==> config.mk <==
export PLATFORM = sky130hd
export DESIGN_NAME = mem_arbiter
export DESIGN_NICKNAME = d
export VERILOG_FILES = /design/src/rtl/cpu_types_pkg.sv /design/src/rtl/arb_streak_counter.sv /design/src/rtl/mem_arbiter.sv
export SDC_FILE = /design/constraint.sdc
export NUM_CORES = 1
export LEC_CHECK = 0
export ABC_AREA = 1
export ABC_CLOCK_PERIOD_IN_PS = 1690
export BUFFER_PORTS_ARGS = -buffer_cell sky130_fd_sc_hd__buf_4
export CORE_AREA = 2 2 104 106
export CTS_BUF_LIST = sky130_fd_sc_hd__clkbuf_4
export DETAILED_ROUTE_END_ITERATION = 8
export DIE_AREA = 0 0 106 108
export PLACE_DENSITY_LB_ADDON = 0.12
export SLEW_MARGIN = 5
export SYNTH_ARGS = -nofsm -noshare
export SYNTH_HDL_FRONTEND = slang
export SYNTH_HIERARCHICAL = 1
export SYNTH_SLANG_ARGS = --single-unit
==> constraint.sdc <==
create_clock -name CLK -period 1.69 [get_ports CLK]
set_input_delay 0.169 -clock CLK [delete_from_list [all_inputs] [get_ports CLK]]
set_output_delay 0.169 -clock CLK [all_outputs]
set_load 0.02 [all_outputs]
==> src/rtl/cpu_types_pkg.sv <==
// Shared CPU types: RAM handshake state, data word and the memory arbiter grant state.
// Also provides the sizing helper for the arbiter's streak counter.
package cpu_types_pkg;

  localparam int unsigned WordW = 32;

  typedef logic [WordW-1:0] word_t;

  typedef enum logic [1:0] {
    FREE   = 2'd0,
    BUSY   = 2'd1,
    ACCESS = 2'd2,
    ERROR  = 2'd3
  } ramstate_t;

  typedef enum logic [1:0] {
    IDLE   = 2'd0,
    IGRANT = 2'd1,
    DGRANT = 2'd2
  } arb_state_t;

  // Counter must represent 0..max_val, and is never narrower than 3 bits.
  function automatic int unsigned streak_width(input int unsigned max_val);
    int unsigned w;
    w = $clog2(max_val + 1);
    return (w < 3) ? 3 : w;
  endfunction

endpackage

==> src/rtl/arb_streak_counter.sv <==
// Saturating count of consecutive data grants completed while a fetch was waiting.
// force_i_o asks the arbiter to grant instruction next once the limit is reached.
module arb_streak_counter #(
  parameter int unsigned StreakMax = 4,
  parameter int unsigned StreakW   = 3
) (
  input  logic               clk_i,
  input  logic               rst_i,
  input  logic               i_req_i,
  input  logic               i_done_i,
  input  logic               d_done_i,
  output logic [StreakW-1:0] streak_o,
  output logic               force_i_o
);

  localparam logic [StreakW-1:0] MaxVal = StreakW'(StreakMax);

  logic [StreakW-1:0] streak_q, streak_d;

  always_comb begin
    streak_d = streak_q;
    if (i_done_i || (d_done_i && !i_req_i)) begin
      streak_d = '0;
    end else if (d_done_i && i_req_i && (streak_q != MaxVal)) begin
      streak_d = streak_q + 1'b1;
    end
  end

  always_ff @(posedge clk_i) begin
    if (rst_i) begin
      streak_q <= '0;
    end else begin
      streak_q <= streak_d;
    end
  end

  assign streak_o  = streak_q;
  assign force_i_o = (streak_q == MaxVal) && i_req_i;

endmodule

==> src/rtl/mem_arbiter.sv <==
// Single-port RAM arbiter between instruction fetch and data access, data-priority with a
// bounded data streak. Define MEM_ARBITER_STATS_EN to add grant/starvation counters.
module mem_arbiter
  import cpu_types_pkg::*;
#(
  parameter int unsigned STREAK_MAX = 4
) (
  input  logic        CLK,
  input  logic        RST,
  input  logic        iREN,
  input  logic [31:0] iaddr,
  input  logic        dREN,
  input  logic        dWEN,
  input  logic [31:0] daddr,
  input  logic [31:0] dstore,
  output logic        iwait,
  output logic        dwait,
  output logic [31:0] iload,
  output logic [31:0] dload,
  output logic        ramREN,
  output logic        ramWEN,
  output logic [31:0] ramaddr,
  output logic [31:0] ramstore,
  input  logic [31:0] ramload,
`ifdef MEM_ARBITER_STATS_EN
  output logic [31:0] igrants_cnt,
  output logic [31:0] dgrants_cnt,
  output logic [31:0] starve_cnt,
`endif
  input  logic [1:0]  ramstate
);

  localparam int unsigned StreakW = streak_width(STREAK_MAX);

  arb_state_t         state_q, state_d;
  ramstate_t          ram_st;
  logic               dreq, igrant, dgrant, access;
  logic               i_done, d_done, force_i;
  logic [StreakW-1:0] streak;

  assign ram_st = ramstate_t'(ramstate);
  assign dreq   = dREN | dWEN;
  assign access = (ram_st == ACCESS);
  // Reset masks the grant so the strobes drop in the reset cycle itself.
  assign igrant = (state_q == IGRANT) && !RST;
  assign dgrant = (state_q == DGRANT) && !RST;
  assign i_done = igrant && iREN && access;
  assign d_done = dgrant && dreq && access;

  arb_streak_counter #(
    .StreakMax (STREAK_MAX),
    .StreakW   (StreakW)
  ) u_streak (
    .clk_i     (CLK),
    .rst_i     (RST),
    .i_req_i   (iREN),
    .i_done_i  (i_done),
    .d_done_i  (d_done),
    .streak_o  (streak),
    .force_i_o (force_i)
  );

  always_comb begin
    state_d = state_q;
    unique case (state_q)
      IDLE: begin
        if (dreq && !force_i) begin
          state_d = DGRANT;
        end else if (iREN) begin
          state_d = IGRANT;
        end
      end
      // A dropped request aborts the grant without a completion.
      IGRANT: if (!iREN || access) state_d = IDLE;
      DGRANT: if (!dreq || access) state_d = IDLE;
      default: state_d = IDLE;
    endcase
  end

  always_ff @(posedge CLK) begin
    if (RST) begin
      state_q <= IDLE;
    end else begin
      state_q <= state_d;
    end
  end

  // RAM side follows the granted requester's live inputs; ERROR keeps them up for retry.
  always_comb begin
    ramREN   = 1'b0;
    ramWEN   = 1'b0;
    ramaddr  = '0;
    ramstore = '0;
    if (igrant) begin
      ramREN  = iREN;
      ramaddr = iaddr;
    end else if (dgrant) begin
      ramREN   = dREN;
      ramWEN   = dWEN;
      ramaddr  = daddr;
      ramstore = dstore;
    end
  end

  always_comb begin
    iwait = iREN;
    dwait = dreq;
    iload = '0;
    dload = '0;
    if (igrant) begin
      iwait = !i_done;
      if (i_done) iload = ramload;
    end
    if (dgrant) begin
      dwait = !d_done;
      if (d_done) dload = ramload;
    end
  end

`ifdef MEM_ARBITER_STATS_EN
  logic [31:0] igrants_q, igrants_d;
  logic [31:0] dgrants_q, dgrants_d;
  logic [31:0] starve_q, starve_d;

  always_comb begin
    igrants_d = igrants_q + {31'd0, i_done};
    dgrants_d = dgrants_q + {31'd0, d_done};
    starve_d  = starve_q + {31'd0, (iREN && (state_q != IGRANT))};
  end

  always_ff @(posedge CLK) begin
    if (RST) begin
      igrants_q <= '0;
      dgrants_q <= '0;
      starve_q  <= '0;
    end else begin
      igrants_q <= igrants_d;
      dgrants_q <= dgrants_d;
      starve_q  <= starve_d;
    end
  end

  assign igrants_cnt = igrants_q;
  assign dgrants_cnt = dgrants_q;
  assign starve_cnt  = starve_q;
`endif

endmodule

# Word-level counts from Yosys, hierarchy flattened
# Index checks and enable logic that the tools add are counted.
# W data, S select, Z words.
[word_totals]
out_inout_bits = 132
wordCells = 54
reg_bits = 5
[op_classes]
bitwise_logic = 1
reduce_logical = 23
addsub = 1
mux = 19
n_eq_ne = 8
[op_table]
columns = ["op", "count"]
rows = [
  ["$mux W32", 8],
  ["$logic_and A1 B1 Y1", 11],
  ["$mux W2", 4],
  ["$logic_not A1 Y1", 6],
  ["$mux W1", 6],
  ["$ne A3 B3 Y1 const B", 2],
  ["$pmux W2 S3", 1],
  ["$eq A2 B2 Y1 const B", 2],
  ["$ne A2 B1 Y1 const B", 2],
  ["$add A3 B1 Y3 const B", 1],
  ["$eq A3 B3 Y1 const B", 1],
  ["$logic_or A1 B1 Y1", 3],
  ["$reduce_and A3 Y1", 1],
  ["$eq A2 B1 Y1 const B", 1],
  ["$logic_not A2 Y1", 1],
  ["$reduce_or A2 Y1", 1],
  ["$or A1 B1 Y1", 1],
]

# Depth between registers and ports, before layout
[depth]
word_depth = 7
mapped_depth = 9
mapped_depth_nobuf = 9

# Cells and area by module
# The synthesis kept the hierarchy.
[modules_own_cells]
columns = ["module", "n_inst", "cells_each", "area_each_um2"]
rows = [
  ["mem_arbiter", 1, 251, 1270.0],
  ["arb_streak_counter", 1, 34, 209.0],
]

# Worst setup path after synthesis
# OpenSTA, ideal clock, no wires.
[synth_timing]
kind = "register to output"
startpoint = "register state_q[1]"
endpoint = "output dload[1]"
path_stages_with_launch = 8
path_slack_ns = 0.193
arrival_ns = 1.328
required_ns = 1.521
path_buffers = 1
path_cell_list = "dfxtp_1 > inv_1 > nor2_4 > nand2_4 > nor3_4 > inv_2 > buf_6 > nor2_1"
[synth_via]
elab_chain_len = 6
[synth_lines]
columns = ["item", "line", "rtl"]
rows = [
  ["start, declared", "mem_arbiter.sv:35", "arb_state_t state_q, state_d;"],
  ["start signal, assigned", "mem_arbiter.sv:84", "state_q <= state_d;"],
  ["$eq A2 B2 Y1", "mem_arbiter.sv:46", "assign dgrant = (state_q == DGRANT) && !RST;"],
  ["$logic_and A1 B1 Y1", "mem_arbiter.sv:46", ""],
  ["$logic_and A1 B1 Y1 (2 in series)", "mem_arbiter.sv:48", "assign d_done = dgrant && dreq && access;"],
  ["via d_done", "mem_arbiter.sv:38", "logic i_done, d_done, force_i;"],
  ["$mux W32", "mem_arbiter.sv:116", "if (d_done) dload = ramload;"],
  ["$mux W32", "mem_arbiter.sv:114", "if (dgrant) begin"],
  ["end, declared", "mem_arbiter.sv:19", "output logic [31:0] dload,"],
]
# The timed path passes the listed nets, and every way through them passes these cells.

# Worst setup path after layout
[layout_timing]
startpoint = "register state_q[1]"
endpoint = "output iload[21]"
[layout_via]
elab_chain_len = 6
[layout_lines]
columns = ["item", "line", "rtl"]
rows = [
  ["$eq A2 B1 Y1", "mem_arbiter.sv:45", "assign igrant = (state_q == IGRANT) && !RST;"],
  ["$logic_and A1 B1 Y1", "mem_arbiter.sv:45", ""],
  ["$logic_and A1 B1 Y1 (2 in series)", "mem_arbiter.sv:47", "assign i_done = igrant && iREN && access;"],
  ["via i_done", "mem_arbiter.sv:38", ""],
  ["$mux W32", "mem_arbiter.sv:112", "if (i_done) iload = ramload;"],
  ["$mux W32", "mem_arbiter.sv:110", "if (igrant) begin"],
  ["end, declared", "mem_arbiter.sv:18", "output logic [31:0] iload,"],
]
# The timed path passes the listed nets, and every way through them passes these cells.

==> reports/metrics.yaml <==
slowest_stage: "dfxtp_4"
slew_viol_final: 0
initial_core_util: 0.145
ant_nets: 0
yosys_warnings: 6
path_cells: "inv_4 -> nand3_4 -> nor3_4 -> buf_6 -> clkinv_8 -> nor2_1 -> buf_4"
cpPeakStageDelay_ns: 0.35
synth_top_family_by_area: "simple AND/OR/NAND/NOR gates"
track_usage: 0.129
gp_congestion: 0.809
status: "complete, but fails checks"
fin_nets: 697
yosysUniqueCellTypes: 22
syn_inst: 285
crit_required_ns: 1.52
path_clk_slew_ns: 0.04
worstSetupPathType: "flip-flop to output pin"
grt_pass1_wl_mm: 12.2
ctsHtreeMaxLevel: 1
wl_met3_um: 732
finalCritPeriodShare: 1.05
seq_area_frac_synth: 0.0677
cts_tree: "yes"
yosys.area_share.simple: 0.395
final_cell_mix: "buf_4, inv_1, nor2_1"
clk_latency_ns: 0.24
rows: 37
dpl.hpwl_mm: 6.90
hold_path.class: "input port to flip-flop"
max_freq_mhz: 564
io_pins: 267
drcViolationCount: 0
rsz0062_at_grt: "yes"
pre_cts_slack_ns: 0.0903
routed_wl_mm: 9.32
post-route-cell-area_mm2: 0.00433
synth-edff-count: 0
syn2layout_area_growth_pct: 193
violations: "negative setup slack"
ir_worst_vdd_mv: 0.211
skew_ns: 0.00406
drt_iter0_drc: 101
viasPerCell: 4.04
portBuffers: 266
cts_sinks: 5
timing.final.ws_setup_ns: -0.0815
worst-slew-pin-transition_ns: 0.290
drive_gt1_frac: 0.631
min_period_ns: 1.77
core_mm2: 0.0102
num_antenna_cells: 0
synth_top_flop_cell: "dfxtp_1"
grt_overflow: 0
max_cap_violations: 0
wl_per_cell_um: 13.4
drt_pass1_iterations: 4
cts-root-buf: "clkbuf_4"
placed_area_mm2: 0.00360
synthesis.area_mm2: 0.00148
synth_compound_area_frac: 0.221
cts_hold_buf: 0
avgSynthCellArea_um2: 5.19
tns_ns: -0.539
die_h_um: 108
cp_top_family: "buffers and inverters"
cts_buffers: 3
route.met2.wl_mm: 5.12
muxShareOfSynthArea: 0
critPathLaunchType: "flip-flop"
synthAdderAreaFrac: 0.0169
fillers: 1029
cp.arrival_ns: 1.60
synth_nets: 422
timing.critical_path.buf_inv: 4
p_per_area_mw_per_mm2: 283
top_layer: "met4"
layout_commonest_cell: "buf_4"
slew_headroom: 0.806
vias: 2808
antenna_found_initial: 0
synth_xor_xnor_area_share: 0
fp.dieArea_mm2: 0.0114
leakage_nw: 2.46
finalSetupViolations: 18
fp.dieW_um: 106
grt_max_degree: 33
met1Wirelength_mm: 3.29
first_global_vias: 2516
cts_buffer_depth: 2
worstPathMaxFanout: 8
async_flop_share: 0
finalHoldViolCount: 0
end_kind: "output pin"
ys_ff_latch: 5
[metrics by stage]
stage / utilization / hold WS (ns) / power (W) / cells
floorplan: - / 0.238 / 0.000521 / 285
global placement: 0.352 / 0.392 / 0.000990 / 678
global route: 0.424 / 0.156 / 0.00131 / 695
detailed placement: 0.352 / 0.390 / 0.000990 / 678
CTS: 0.362 / 0.140 / 0.00116 / 687
finish: 0.424 / 0.154 / 0.00123 / 695
[flip-flops by register name, indices dropped and copies added (netlist names)]
| name | count |
|---|---|
| state_q | 2 |
| u_streak/streak_o | 3 |
[layer usage]
metal / vias to the layer above / GRT usage
met4: 0 / 0.0235
li1: 1390 / -
met3: 11 / 0.0205
met1: 1241 / 0.143
met2: 166 / 0.259
met5: - / 0
[power breakdown]
| part | switching, W | internal, W |
|---|---|---|
| clock network | 0.0000445 | 0.000105 |
| registers | 0.0000103 | 0.000127 |
| logic | 0.000462 | 0.000478 |
[logic make-up after synthesis]
family	Yosys count
AO/OA/AOI/OAI	41
adder cells (fa/ha/maj)	2
AND/OR/NAND/NOR	135
buffers and inverters	102
flip-flops	5
[cells in the mapped netlist, types with 5 or more instances]
cell type	count	area [µm²]
nor2_1	97	364
nor2_2	8	50.1
buf_6	6	67.6
nand3_1	7	35.0
inv_1	84	315
nand2_1	16	60.1
dfxtp_1	5	100
a22o_1	32	280
a21oi_1	7	35.0
[layout make-up]
class                      count  area [µm²]  area share
sequential                     5         108      0.0248
timing repair inverter         5        56.3      0.0130
tap                          136         170      0.0393
clock buffer                   4        30.0     0.00693
timing repair buffer         280        2330       0.538
multi-input combinational    178        1250       0.290
inverter                      87         382      0.0881
[worst paths after layout]
kind | start | end | slack [ns] | cells past startpoint
worst max-delay path | state_q[1] | iload[21] | -0.08 | 7
worst min-delay path | RST | state_q[1] | 0.15 | 2
worst max register to register | state_q[1] | u_streak/streak_o[1] | 0.24 | 10
worst min register to register | u_streak/streak_o[2] | u_streak/streak_o[2] | 0.53 | 3
[what timing repair did]
item,in CTS,in global routing
endpoints found under the setup margin,96,97
setup buffers,3,4
gates resized for setup,9,143
gates cloned,2,4
pin swaps,0,2
No activity file was read; power rests on OpenSTA's default activity.
